### src/rtl/hamming_mem_engine_if.sv
// Bus bundle between the Hamming engine and its host / data-memory byte port.
// The engine side takes the master modport (it drives the memory address and
// write strobe); the host side, which owns the memory and start/mode, takes slave.
interface hamming_mem_engine_if #(
    parameter int unsigned AW = 8
) ();
    logic          start;
    logic          mode;
    logic [AW-1:0] mem_addr;
    logic [7:0]    mem_rd_data;
    logic          mem_wr_en;
    logic [7:0]    mem_wr_data;
    logic          busy;
    logic          done;
    logic [6:0]    n_single;
    logic [6:0]    n_double;

    modport master (
        input  start,
        input  mode,
        input  mem_rd_data,
        output mem_addr,
        output mem_wr_en,
        output mem_wr_data,
        output busy,
        output done,
        output n_single,
        output n_double
    );

    modport slave (
        output start,
        output mode,
        output mem_rd_data,
        input  mem_addr,
        input  mem_wr_en,
        input  mem_wr_data,
        input  busy,
        input  done,
        input  n_single,
        input  n_double
    );
endinterface

### src/rtl/hamming_mem_engine.sv
// SEC-DED Hamming(16,11) memory engine.
// Walks NUM_MSG two-byte records starting at SRC_BASE, encodes (mode=0) or
// decodes/corrects (mode=1) each one, and writes the result to DST_BASE.
// Every record takes five cycles: read lo, read hi, compute, write lo, write hi.
module hamming_mem_engine #(
    parameter int unsigned NUM_MSG  = 15,
    parameter int unsigned SRC_BASE = 0,
    parameter int unsigned DST_BASE = 30,
    parameter int unsigned AW       = 8
) (
    input logic                  clk,
    input logic                  reset,
    hamming_mem_engine_if.master bus
);

    typedef enum logic [2:0] {
        StIdle,
        StRdLo,
        StRdHi,
        StCalc,
        StWrLo,
        StWrHi,
        StDone
    } state_e;

    localparam logic [6:0] LastIdx = 7'(NUM_MSG - 1);
    localparam logic [6:0] CntMax  = 7'd127;

    // Parity-group masks: bit k is set when Hamming position k belongs to the group.
    localparam logic [15:0] MaskP1 = 16'hAAAA;
    localparam logic [15:0] MaskP2 = 16'hCCCC;
    localparam logic [15:0] MaskP4 = 16'hF0F0;
    localparam logic [15:0] MaskP8 = 16'hFF00;

    state_e        state_q, state_d;
    logic [6:0]    idx_q, idx_d;
    logic          mode_q, mode_d;
    logic [7:0]    lo_q, lo_d;
    logic [7:0]    hi_q, hi_d;
    logic [15:0]   res_q, res_d;
    logic [6:0]    n_single_q, n_single_d;
    logic [6:0]    n_double_q, n_double_d;

    logic [AW-1:0] src_addr;
    logic [AW-1:0] dst_addr;
    logic [AW-1:0] addr_out;
    logic          wr_en_out;
    logic [7:0]    wr_data_out;

    // Codeword layout {d11..d5, p8, d4..d2, p4, d1, p2, p1, p0}.
    // Parity bits are still zero while their group is summed, so each group
    // parity only covers data bits and previously cleared parity slots.
    function automatic logic [15:0] hamming_encode(input logic [10:0] d);
        logic [15:0] cw;
        cw    = {d[10:4], 1'b0, d[3:1], 1'b0, d[0], 3'b000};
        cw[1] = ^(cw & MaskP1);
        cw[2] = ^(cw & MaskP2);
        cw[4] = ^(cw & MaskP4);
        cw[8] = ^(cw & MaskP8);
        cw[0] = ^cw[15:1];
        return cw;
    endfunction

    // Returns the destination word {F1, F0, 3'b0, d11..d9, d8..d1}.
    // Overall parity set means a single error at position s (s=0 is p0 itself);
    // a non-zero syndrome with clean overall parity is an uncorrectable double.
    function automatic logic [15:0] hamming_decode(input logic [15:0] cw_in);
        logic [3:0]  syn;
        logic        par;
        logic [1:0]  flags;
        logic [15:0] cw;
        syn = {^(cw_in & MaskP8), ^(cw_in & MaskP4), ^(cw_in & MaskP2), ^(cw_in & MaskP1)};
        par = ^cw_in;
        cw  = cw_in;
        if (par) begin
            flags = 2'b01;
            cw    = cw_in ^ (16'h0001 << syn);
        end else if (syn != 4'd0) begin
            flags = 2'b10;
        end else begin
            flags = 2'b00;
        end
        return {flags, 3'b000, cw[15:13], cw[12:9], cw[7:5], cw[3]};
    endfunction

    assign src_addr = AW'(SRC_BASE) + AW'({idx_q, 1'b0});
    assign dst_addr = AW'(DST_BASE) + AW'({idx_q, 1'b0});

    // State and datapath registers; reset returns to IDLE with everything cleared.
    always_ff @(posedge clk or posedge reset) begin
        if (reset) begin
            state_q    <= StIdle;
            idx_q      <= 7'd0;
            mode_q     <= 1'b0;
            lo_q       <= 8'd0;
            hi_q       <= 8'd0;
            res_q      <= 16'd0;
            n_single_q <= 7'd0;
            n_double_q <= 7'd0;
        end else begin
            state_q    <= state_d;
            idx_q      <= idx_d;
            mode_q     <= mode_d;
            lo_q       <= lo_d;
            hi_q       <= hi_d;
            res_q      <= res_d;
            n_single_q <= n_single_d;
            n_double_q <= n_double_d;
        end
    end

    // Next-state: record walk, byte capture, result compute and error counting.
    always_comb begin
        state_d    = state_q;
        idx_d      = idx_q;
        mode_d     = mode_q;
        lo_d       = lo_q;
        hi_d       = hi_q;
        res_d      = res_q;
        n_single_d = n_single_q;
        n_double_d = n_double_q;

        unique case (state_q)
            StIdle, StDone: begin
                if (bus.start) begin
                    idx_d      = 7'd0;
                    n_single_d = 7'd0;
                    n_double_d = 7'd0;
                    mode_d     = bus.mode;
                    state_d    = StRdLo;
                end
            end
            StRdLo: begin
                lo_d    = bus.mem_rd_data;
                state_d = StRdHi;
            end
            StRdHi: begin
                hi_d    = bus.mem_rd_data;
                state_d = StCalc;
            end
            StCalc: begin
                if (mode_q) begin
                    res_d = hamming_decode({hi_q, lo_q});
                    if (res_d[15:14] == 2'b01 && n_single_q != CntMax) begin
                        n_single_d = n_single_q + 7'd1;
                    end
                    if (res_d[15:14] == 2'b10 && n_double_q != CntMax) begin
                        n_double_d = n_double_q + 7'd1;
                    end
                end else begin
                    // Upper five bits of the source hi byte are not part of the message.
                    res_d = hamming_encode({hi_q[2:0], lo_q});
                end
                state_d = StWrLo;
            end
            StWrLo: begin
                state_d = StWrHi;
            end
            StWrHi: begin
                if (idx_q < LastIdx) begin
                    idx_d   = idx_q + 7'd1;
                    state_d = StRdLo;
                end else begin
                    state_d = StDone;
                end
            end
            default: begin
                state_d = StIdle;
            end
        endcase
    end

    // Memory port drive: source address while reading, destination plus strobe while writing.
    always_comb begin
        addr_out    = '0;
        wr_en_out   = 1'b0;
        wr_data_out = 8'd0;
        unique case (state_q)
            StRdLo: addr_out = src_addr;
            StRdHi: addr_out = src_addr + AW'(1);
            StWrLo: begin
                addr_out    = dst_addr;
                wr_en_out   = 1'b1;
                wr_data_out = res_q[7:0];
            end
            StWrHi: begin
                addr_out    = dst_addr + AW'(1);
                wr_en_out   = 1'b1;
                wr_data_out = res_q[15:8];
            end
            default: begin
                addr_out    = '0;
                wr_en_out   = 1'b0;
                wr_data_out = 8'd0;
            end
        endcase
    end

    assign bus.mem_addr    = addr_out;
    assign bus.mem_wr_en   = wr_en_out;
    assign bus.mem_wr_data = wr_data_out;
    assign bus.busy        = (state_q != StIdle) && (state_q != StDone);
    assign bus.done        = (state_q == StDone);
    assign bus.n_single    = n_single_q;
    assign bus.n_double    = n_double_q;

endmodule

### src/flat_wrapper.sv
// flat-port wrapper written by rule: the top's interface ports become plain ports
module hamming_mem_engine_flat 
#(
    parameter int unsigned NUM_MSG  = 15,
    parameter int unsigned SRC_BASE = 0,
    parameter int unsigned DST_BASE = 30,
    parameter int unsigned AW       = 8
)
  (clk, reset, bus_start, bus_mode, bus_mem_rd_data, bus_mem_addr, bus_mem_wr_en, bus_mem_wr_data, bus_busy, bus_done, bus_n_single, bus_n_double);
  hamming_mem_engine_if #(.AW(AW)) bus_i ();
  input logic clk;
  input logic reset;
  input wire logic [$bits(bus_i.start)-1:0] bus_start;
  input wire logic [$bits(bus_i.mode)-1:0] bus_mode;
  input wire logic [$bits(bus_i.mem_rd_data)-1:0] bus_mem_rd_data;
  output wire logic [$bits(bus_i.mem_addr)-1:0] bus_mem_addr;
  output wire logic [$bits(bus_i.mem_wr_en)-1:0] bus_mem_wr_en;
  output wire logic [$bits(bus_i.mem_wr_data)-1:0] bus_mem_wr_data;
  output wire logic [$bits(bus_i.busy)-1:0] bus_busy;
  output wire logic [$bits(bus_i.done)-1:0] bus_done;
  output wire logic [$bits(bus_i.n_single)-1:0] bus_n_single;
  output wire logic [$bits(bus_i.n_double)-1:0] bus_n_double;
  assign bus_i.start = bus_start;
  assign bus_i.mode = bus_mode;
  assign bus_i.mem_rd_data = bus_mem_rd_data;
  assign bus_mem_addr = bus_i.mem_addr;
  assign bus_mem_wr_en = bus_i.mem_wr_en;
  assign bus_mem_wr_data = bus_i.mem_wr_data;
  assign bus_busy = bus_i.busy;
  assign bus_done = bus_i.done;
  assign bus_n_single = bus_i.n_single;
  assign bus_n_double = bus_i.n_double;
  hamming_mem_engine #(.NUM_MSG(NUM_MSG), .SRC_BASE(SRC_BASE), .DST_BASE(DST_BASE), .AW(AW)) u_core (.clk(clk), .reset(reset), .bus(bus_i));
endmodule
### config.mk
export PLATFORM = sky130hd
export DESIGN_NAME = hamming_mem_engine_flat
export DESIGN_NICKNAME = d
export VERILOG_FILES = /design/src/rtl/hamming_mem_engine_if.sv /design/src/rtl/hamming_mem_engine.sv /design/src/flat_wrapper.sv
export SDC_FILE = /design/constraint.sdc
export NUM_CORES = 1
export LEC_CHECK = 0
export BUFFER_PORTS_ARGS = -buffer_cell sky130_fd_sc_hd__buf_2
export CAP_MARGIN = 20
export CORE_ASPECT_RATIO = 0.8
export CORE_MARGIN = 2
export CORE_UTILIZATION = 45
export DETAILED_ROUTE_END_ITERATION = 8
export SETUP_SLACK_MARGIN = 0.1
export SYNTH_ARGS = -nofsm -noshare
export SYNTH_HDL_FRONTEND = slang
export SYNTH_SLANG_ARGS = --single-unit
### constraint.sdc
create_clock -name clk -period 3.3 [get_ports clk]
set_input_delay 0.33 -clock clk [delete_from_list [all_inputs] [get_ports clk]]
set_output_delay 0.33 -clock clk [all_outputs]
set_load 0.01 [all_outputs]
==> results.ini, run 1 <==
[outcome]
status = finished clean

[floorplanning]
start_util_pct = 46.82
row_count = 29
die_height_um = 85.70
dieWidth_um = 106.1
die-area_mm2 = 0.009095
core_mm2 = 0.008019
ios = 45

[clock_tree]
cts_tree = built
clkLatencyLatePin_ns = 0.35
postCtsSetupBuffers = 0
path_clk_slew_ns = 0.07
clockBufferDepth = 2
cts_hold_buffers = 0
cts.sinks = 57
ctsHtreeMaxLevel = 3
cts_resized = 0
cts_buffers = 9
cts_root_buf = clkbuf_8

[worst_setup_path]
r2r_start = u_core.lo_q[3]
required_ns = 3.54
cp_max_fo = 12
critPathArrivalTime_ns = 2.95
rr_worst_depth = 6
ff2ff_setup_slack_ns = 0.59
startpoint = u_core.lo_q[3]
start_kind = flip-flop
critPathCapture = u_core.bus.n_double[2]
timing.rr.end = u_core.bus.n_double[2]
worst-setup-path-type = reg -> reg
crit_path_end_kind = flip-flop

[sta]
finalMaxSlewViolations = 0
fmax_mhz = 369.1
finalCriticalPeriod_ns = 2.709
fin_crit_sh_pct = 82.11
maxSlewHeadroom_pct = 54.54
tightest_slew_ns = 0.6809
grt_setup_unrepaired = false
fin_tns_setup_ns = 0
fin_skew_ns = 0.01338
setup_violations = 0
finalHoldViolCount = 0

[cells_and_area]
final_common_cell = dfrtp_1
final_cell_mix = dfrtp_1, buf_2, nand2_1, o21ai_0, nor2_1
nets = 444
syn2layout_area_growth_pct = 13.86
num_antenna_cells = 0
drive_gt1_share_pct = 21.94
fillers = 747

[global_routing]
grt_antenna_before_repair = 0
overflow = 0
grtUsageTotal_pct = 21.18
grt_pass1_wl_um = 14980
grt_pass1_vias = 2804
grt_max_degree = 32

[routing]
drtAntennaViolNets = 0
vias = 2999
drt-initial-drc-count = 181
routedWlPerCell_um = 16.64
viasPerCell = 5.543
firstDrtPassIters = 4
wl_um = 9001
drc_errors = 0

[yosys]
synthArstFlopShare_pct = 100.0
synthCells = 391
synth_area_mm2 = 0.003755
synth_edf_count = 0
yosys_warnings = 0
synthTopCellsByArea = dfrtp_1, xor2_1, mux2_2
synth_fp_nets = 407
synth_area_per_cell_um2 = 9.603
synth_top_area_share_pct = 37.99
ys_dominant_reg_cell = dfrtp_1
yosys_register_bits = 57
yosys.area.top_type = dfrtp_1
yosysSeqAreaShare_pct = 37.99
synth_cell_types = 52

[placed_design]
place_congestion = 0.9253
port_buffers = 44
hpwl_um = 6485

[job]
max_cap_violations = 0

[min_path]
hp-class = in -> async

==> sequential cells by signal (all words and copies together), names as in the netlist <==
signal,cells
u_core.res_q,16
u_core.idx_q,7
u_core.mode_q,1
u_core.bus.n_single,7
u_core.bus.n_double,7
u_core.state_q,3
u_core.hi_q,8
u_core.lo_q,8
==> kinds of logic (layout without fill, tap and decap cells) <==
| family | count (synthesis) | after routing | share of synthesized area, % |
|---|---|---|---|
| AND/OR/NAND/NOR | 130 | 130 | 17.16 |
| AO/OA/AOI/OAI | 80 | 80 | 13.00 |
| flip-flops | 57 | 57 | 37.99 |
| XOR/XNOR | 54 | 54 | 17.46 |
| buffers and inverters | 34 | 76 | 3.999 |
| multiplexers | 32 | 32 | 9.063 |
| adder cells (fa/ha/maj) | 4 | 4 | 1.333 |
==> worst min path at each step <==
stage | startpoint | to | slack, ns | depth (start not counted)
after detailed placement | reset | u_core.idx_q[2] | 0.47 | 2
after global routing | reset | u_core.state_q[1] | 0.12 | 2
after CTS | reset | u_core.state_q[1] | 0.09 | 2
after floorplan | bus_mode | u_core.mode_q | 0.44 | 2
after global placement | u_core.res_q[11] | u_core.res_q[11] | 0.46 | 2
final | reset | u_core.state_q[2] | 0.08 | 2
==> worst max-delay path: stages, from the launching register on <==
cell and delay, ns:
dfrtp_1 0.49, xnor3_1 0.44, xor2_1 0.46, xnor2_2 0.16
xnor2_2 0.49, nand3_2 0.26, a31o_2 0.31
==> routing by layer <==
layer	wire, um	vias up	share of wire (%)	global-route usage (%)
met4	73	0	0.81	5.383
met1	4704	1457	52	33.32
met3	457	6	5.1	4.635
met2	3766	74	42	29.31
li1	-	1462	-	-
met5	0	-	0	0
==> metrics by stage <==
stage	setup slack (ns)	hold WS, ns	cell area, um^2	instances	util [%]
global route	0.3869	0.1217	4275	541	53.32
global placement	0.7090	0.4619	4046	525	50.46
finish	0.5905	0.07887	4275	541	53.32
detailed placement	0.6541	0.4700	4046	525	50.46
floorplan	0.9378	0.4354	3755	391	-
CTS	0.6152	0.09259	4275	541	53.32
==> synthesized netlist by cell type (all sizes together), types with 4 or more instances <==
cell / instances
a21oi: 15
nand2b: 8
nor3: 11
inv: 8
xnor3: 6
ha: 4
xnor2: 22
buf: 11
clkbuf: 14
nor3b: 8
o31ai: 4
nor4: 10
nor2: 26
nand3: 8
mux2: 16
xor2: 24
mux2i: 16
o21ai: 28
and2: 4
dfrtp: 57
o22ai: 14
nand2: 40
==> final cells by class <==
cell class / instances / area (um^2) / share of cell area, %
multi-input cells: 300 / 2178 / 50.95
flip-flops and latches: 57 / 1426 / 33.36
repair buffers: 51 / 272.8 / 6.380
clock buffers: 11 / 151.4 / 3.541
well taps: 108 / 135.1 / 3.161
clock inverters: 5 / 77.57 / 1.814
inverters: 9 / 33.78 / 0.7902
Power of run 1 is not shown: default switching activity piles up to over one toggle a cycle in this logic, so the estimate is an artifact.
==> run 2, diff against run 1 <==
--- a/config.mk
+++ b/config.mk
@@ -11,6 +11,7 @@
 export CORE_MARGIN = 2
 export CORE_UTILIZATION = 45
 export DETAILED_ROUTE_END_ITERATION = 8
+export PLACE_DENSITY = 0.67
 export SETUP_SLACK_MARGIN = 0.1
 export SYNTH_ARGS = -nofsm -noshare
 export SYNTH_HDL_FRONTEND = slang
==> constraint.sdc (replaced) <==
create_clock -name clk -period 2.35 [get_ports clk]
set_input_delay 0.235 -clock clk [delete_from_list [all_inputs] [get_ports clk]]
set_output_delay 0.235 -clock clk [all_outputs]
set_load 0.01 [all_outputs]
==> run 2 against run 1 <==
Global-route usage increased by 1.3 points. Fmax increased by 15%. Hold slack improved by 0.019 ns. Sequential cell count unchanged. First-iteration DRC count increased by 24%. Utilization increased by 10 points. Cell count increased by 8.3%. Via count increased by 8.9%. Critical path depth increased by 2. Critical endpoint is now u_core.bus.n_single[3]. Critical path type unchanged.
==> results.ini, run 2 (synthesized netlist as in run 1, its figures left out) <==
[outcome]
status = finished clean

[worst_setup_path]
worst-setup-path-type = reg -> reg
required_ns = 2.57  ; -0.97 ns
start_kind = flip-flop
cp_max_fo = 4  ; -8
crit_path_end_kind = flip-flop
rr_worst_depth = 8  ; +2
critPathArrivalTime_ns = 2.57  ; -0.38 ns

[min_path]
min_path_cells = 3
hp-class = in -> reg

[global_routing]
grt_pass1_vias = 3068  ; +9.4%
grtUsageTotal_pct = 22.43  ; +1.3 points
use_met2_pct = 33.97  ; +4.7 points
grt_pass1_wl_um = 15970  ; +6.6%
top_usage_layer = met2
use_met3_pct = 4.255  ; -0.38 points
grt_max_degree = 58  ; +81%
grtUsageMet1_pct = 33.12  ; -0.19 points
grt_antenna_before_repair = 0  ; unchanged
overflow = 0  ; unchanged

[clock_tree]
cts.sinks = 57  ; unchanged
clkLatencyLatePin_ns = 0.35  ; about the same
cts_tree = built
cts_buffers = 9  ; unchanged
ctsHtreeMaxLevel = 3  ; unchanged
clockBufferDepth = 2  ; unchanged
path_clk_slew_ns = 0.06  ; about the same
cts_root_buf = clkbuf_8

[routing]
wl_um = 10380  ; +15%
routedWlPerCell_um = 17.72  ; +6.5%
firstDrtPassIters = 5  ; +1
drt-initial-drc-count = 224  ; +24%
drc_errors = 0  ; unchanged
viasPerCell = 5.575  ; +0.57%
vias = 3267  ; +8.9%
drtAntennaViolNets = 0  ; unchanged

[cells_and_area]
top_register = u_core.res_q
nets = 490  ; +10%
drive_gt1_share_pct = 40.59  ; +19 points
final_common_cell = dfrtp_1
syn2layout_area_growth_pct = 35.99
largest_reg_flops = 16  ; unchanged
num_antenna_cells = 0  ; unchanged
final_cell_mix = dfrtp_1, buf_2, buf_4, nand2_1, nor2_1
reg_top3 = u_core.res_q x16, u_core.hi_q x8, u_core.lo_q x8

[floorplanning]
start_util_pct = 46.82  ; unchanged
ios = 45  ; unchanged
dieWidth_um = 106.1  ; unchanged
die_height_um = 85.70  ; unchanged
row_count = 29  ; unchanged
core_mm2 = 0.008019  ; unchanged
die-area_mm2 = 0.009095  ; unchanged

[placed_design]
hpwl_um = 6861  ; +5.8%
port_buffers = 44  ; unchanged
pre_cts_slack_ns = -0.08206  ; -0.7362 ns
place_congestion = 0.8471  ; -8.5%

[sta]
worst_slack_ns = 0.001335  ; -0.5892 ns
tightest_slew_ns = 0.7555  ; +0.07463 ns
fin_crit_sh_pct = 99.94  ; +18 points
finalMaxSlewViolations = 0  ; unchanged
finalCriticalPeriod_ns = 2.349  ; -0.3608 ns
grt_setup_unrepaired = true
fin_skew_ns = 0.009981  ; -0.003401 ns
finalHoldViolCount = 0  ; unchanged
setup_violations = 0  ; unchanged
fmax_mhz = 425.8  ; +15%
maxSlewHeadroom_pct = 49.27  ; -5.3 points

[job]
max_cap_violations = 0  ; unchanged

-- run 2: cell types whose count changed in the layout (fill, tap and decap cells not counted), sizes merged --
cell / previous run / this run
buf: 51 / 95
xnor2: 22 / 23
clkinvlp: 1 / 0
dlygate4sd3: 0 / 1
bufinv: 2 / 1
clkbuf: 11 / 12
-- run 2: final cells by class --
class | count | area (um^2)
fillers | 647 | 2913
multi-input cells | 301 | 2649
flip-flops and latches | 57 | 1434
repair buffers | 96 | 659.4
clock buffers | 12 | 155.1
well taps | 108 | 135.1
clock inverters | 3 | 40.04
inverters | 9 | 33.78
-- run 2: worst paths after layout --
path | to | slack (ns) | start
setup / recovery | u_core.bus.n_single[3] | 0.001 | u_core.lo_q[5]
hold / removal | u_core.mode_q | 0.1 | bus_mode
setup reg to reg | u_core.bus.n_single[3] | 0.001 | u_core.lo_q[5]
hold reg to reg | u_core.res_q[13] | 0.48 | u_core.res_q[13]
max in group asynchronous | u_core.lo_q[5] | 1.59 | reset
min in group asynchronous | u_core.idx_q[3] | 0.48 | reset
-- run 2: metrics by stage --
step           setup TNS, ns  cells  utilization, %  hold WS, ns  area [um^2]
2_1_floorplan              0    391               -       0.3404         3792
3_5_place_dp         -0.2519    554           53.72       0.3201         4308
4_1_cts                    0    581           58.56      0.08330         4696
5_1_grt              -0.1697    586           63.68      0.09125         5106
3_3_place_gp               0    554           53.72       0.3184         4308
6_report                   0    586           63.68      0.09772         5106
-- run 2: worst max-delay path, cell delays in order, from the launching register on --
cell	delay, ns
dfrtp_2	0.42
xnor3_2	0.44
xor2_4	0.21
xnor2_4	0.33
buf_6	0.17
xnor2_4	0.11
buf_6	0.15
o31ai_4	0.28
a21oi_2	0.09
-- run 2: what timing repair did --
item,CTS,global route
endpoints found under the setup margin,12,33
gates resized for setup,13,78
cloned,1,0
setup buffers,10,5
pin swaps,4,20
hold endpoints to repair,57,0
hold buffers,1,0
-- run 2: layer usage --
metal	vias to the layer above	routed length [um]
met1	1580	4872
met3	18	546
li1	1552	-
met4	0	133
met2	117	4830
met5	-	0
Power of run 2 is left out for the same reason.
==> run 3, diff against run 2 <==
--- a/config.mk
+++ b/config.mk
@@ -5,13 +5,15 @@
 export SDC_FILE = /design/constraint.sdc
 export NUM_CORES = 1
 export LEC_CHECK = 0
+export ABC_AREA = 1
 export BUFFER_PORTS_ARGS = -buffer_cell sky130_fd_sc_hd__buf_2
 export CAP_MARGIN = 20
 export CORE_ASPECT_RATIO = 0.8
 export CORE_MARGIN = 2
 export CORE_UTILIZATION = 45
 export DETAILED_ROUTE_END_ITERATION = 8
-export PLACE_DENSITY = 0.67
+export PLACE_DENSITY = 0.66
+export RECOVER_POWER = 100
 export SETUP_SLACK_MARGIN = 0.1
 export SYNTH_ARGS = -nofsm -noshare
 export SYNTH_HDL_FRONTEND = slang
==> run 3 against run 2 <==
Clock skew fell by 0.0045 ns. Area after synthesis rose by 9.8%. Critical path depth increased by 6.
==> results.ini, run 3 <==
[cells_and_area]
syn2layout_area_growth_pct = 13.57
fillers = 911  ; +41%
num_antenna_cells = 0  ; unchanged
drive_gt1_share_pct = 15.76  ; -25 points
final_cell_mix = nand2_1, inv_1, dfrtp_1, nand3_1, clkbuf_1
largest_reg_flops = 16  ; unchanged
reg_top3 = u_core.res_q x16, u_core.hi_q x8, u_core.lo_q x8
regArea_mm2 = 0.001430  ; -0.26%
final_util_pct = 52.24  ; -11 points
multi_input_area_mm2 = 0.002263  ; -15%
top_register = u_core.res_q
layout.cells.non_filler = 743  ; +27%
final_common_cell = nand2_1
nets = 641  ; +31%

[clock_tree]
cts.sinks = 57  ; unchanged
cts_buffers = 9  ; unchanged
postCtsSetupBuffers = 0  ; -10
cts_root_buf = clkbuf_16
cts_tree = built
clkLatencyLatePin_ns = 0.33  ; -0.02 ns
clockBufferDepth = 2  ; unchanged
path_clk_slew_ns = 0.05  ; about the same
ctsHtreeMaxLevel = 3  ; unchanged

[routing]
vias = 3917  ; +20%
drtAntennaViolNets = 0  ; unchanged
firstDrtPassIters = 5  ; unchanged
viasPerCell = 5.272  ; -5.4%
drc_errors = 0  ; unchanged
drt-initial-drc-count = 338  ; +51%
routedWlPerCell_um = 15.23  ; -14%
wl_um = 11310  ; +9.0%

[sta]
fin_skew_ns = 0.005434  ; -0.004547 ns
setup_violations = 0  ; unchanged
finalHoldViolCount = 0  ; unchanged
tightest_slew_ns = 0.8985  ; +0.1430 ns
grt_setup_unrepaired = false
fin_tns_setup_ns = 0  ; unchanged
maxSlewHeadroom_pct = 40.03  ; -9.2 points
finalMaxSlewViolations = 0  ; unchanged
fin_crit_sh_pct = 90.87  ; -9.1 points
fmax_mhz = 468.3  ; +10%
finalCriticalPeriod_ns = 2.136  ; -0.2131 ns

[yosys]
synth_area_per_cell_um2 = 7.143  ; -26%
yosys_register_bits = 57  ; unchanged
synth_edf_count = 0  ; unchanged
yosys_warnings = 0  ; unchanged
synthCells = 577  ; +48%
synthTopCellsByArea = dfrtp_1, nand2_1, nand3_1
yosysSeqAreaShare_pct = 34.61  ; -3.4 points
synth_top_area_share_pct = 34.61  ; -3.4 points
synth_most_common_cell = nand2_1
synth_area_mm2 = 0.004121  ; +9.8%
synthArstFlopShare_pct = 100.0  ; unchanged
synth_cell_types = 42  ; -19%
synth_common_cells = nand2_1, dfrtp_1, inv_1
ys_dominant_reg_cell = dfrtp_1
synth_fp_nets = 593  ; +46%
yosys.area.top_type = dfrtp_1

[worst_setup_path]
cpPeakStageDelay_ns = 0.48  ; +0.04 ns
worst-setup-path-type = reg -> reg
crit_path_end_kind = flip-flop
crit_family = simple AND/OR/NAND/NOR gates
crit_top_cell = nand2_1
critPathArrivalTime_ns = 2.35  ; -0.22 ns
slowest_stage = dfrtp_1
cp_max_fo = 6  ; +2
cp_cell_sequence = inv_1, nand2_1, nand2_2, nand2_1, nand2_1, nand2_1, nand2_2, nand2_1, nor2_1, nand3_1, nand3_1, nand2_1, nand2_1, nand2_1
start_kind = flip-flop
path_depth = 14  ; +6
required_ns = 2.56  ; about the same
rr_worst_depth = 14  ; +6
crit_buf_inv = 1  ; -1

[global_routing]
use_met2_pct = 34.47  ; +0.49 points
grt_antenna_before_repair = 0  ; unchanged
grt_pass1_vias = 3581  ; +17%
grtUsageMet1_pct = 34.99  ; +1.9 points
grt_max_degree = 24  ; -59%
overflow = 0  ; unchanged
grt_pass1_wl_um = 18140  ; +14%
top_usage_layer = met1
grtUsageTotal_pct = 23.34  ; +0.91 points
use_met3_pct = 4.430  ; +0.17 points

[placed_design]
dp.cells = 728  ; +31%
hpwl_um = 8742  ; +27%
place_congestion = 0.9399  ; +11%
port_buffers = 44  ; unchanged

[floorplanning]
dieWidth_um = 111.0  ; +4.6%
die_height_um = 89.60  ; +4.6%
row_count = 31  ; +6.9%
core_mm2 = 0.008960  ; +12%
die-area_mm2 = 0.009945  ; +9.3%
ios = 45  ; unchanged
start_util_pct = 46.00  ; -0.83 points

[job]
max_cap_violations = 0  ; unchanged

[outcome]
status = finished clean

[min_path]
min_path_cells = 2  ; -1
hp-class = in -> reg

[power]
leakagePower_nw = 2.336
ir_drop_mv = 0.7954
p_per_area_mw_per_mm2 = 1740

run 3: changes by cell type after synthesis, sizes merged, moves of 11 or more:
| cell | before | now |
|---|---|---|
| inv | 8 | 67 |
| xnor2 | 22 | 5 |
| mux2 | 16 | 0 |
| nand2 | 40 | 225 |
| o21ai | 28 | 39 |
| nand3 | 8 | 55 |
| mux2i | 16 | 0 |
run 3: what timing repair did:
action,4_1_cts,5_1_grt
endpoints found under the setup margin,4,9
resized for setup,1,6
endpoints found under the hold margin,21,0
hold buffers,1,0
run 3: through the flow:
step	area, um^2	worst slack [ns]	power, mW	hold WS, ns
finish	4681	0.2145	8.143	0.1366
floorplan	4121	0.6862	5.638	0.3560
CTS	4746	0.1881	8.160	0.1338
global placement	4417	0.3568	6.604	0.2800
detailed placement	4417	0.3124	6.681	0.2918
global route	4681	0.05674	8.848	0.1679
run 3: logic make-up after synthesis:
family | after synthesis | synth area share (%)
compound gates | 75 | 10.87
simple gates | 328 | 37.77
xor+xnor | 27 | 5.738
buf+inv | 86 | 9.806
flops | 57 | 34.61
fa+ha+maj | 4 | 1.214
run 3: layout make-up:
| class | count | share of cell area, % |
|---|---|---|
| Multi-Input combinational cell | 434 | 48.36 |
| Sequential cell | 57 | 30.55 |
| Clock buffer | 11 | 5.400 |
| Timing Repair Buffer | 54 | 5.426 |
| Clock inverter | 3 | 1.390 |
| Tap cell | 115 | 3.074 |
| Inverter | 69 | 5.801 |
run 3: worst paths after layout:
check                           startpoint                     end  slack [ns]
setup / recovery            u_core.lo_q[1]         u_core.res_q[0]        0.21
hold / removal                   bus_start       u_core.state_q[0]        0.14
setup reg to reg            u_core.lo_q[1]         u_core.res_q[0]        0.21
hold reg to reg            u_core.res_q[0]         u_core.res_q[0]        0.50
max in group asynchronous            reset  u_core.bus.n_double[5]        0.64
min in group asynchronous            reset  u_core.bus.n_single[2]        0.64
run 3: per-layer routing:
layer / part of all wire (%) / wire length [um]
met5: 0 / 0
met4: 1.3 / 151
met3: 4.9 / 549
met2: 42 / 4748
met1: 52 / 5864
run 3: where the power goes:
group | total (mW) | switching [mW] | leakage (nW) | internal (mW)
clock | 1.41 | 0.444 | 0.157 | 0.971
sequential | 1.81 | 0.486 | 0.735 | 1.33
combinational | 4.92 | 3.36 | 1.44 | 1.55
(Power assumes the default switching activity.)
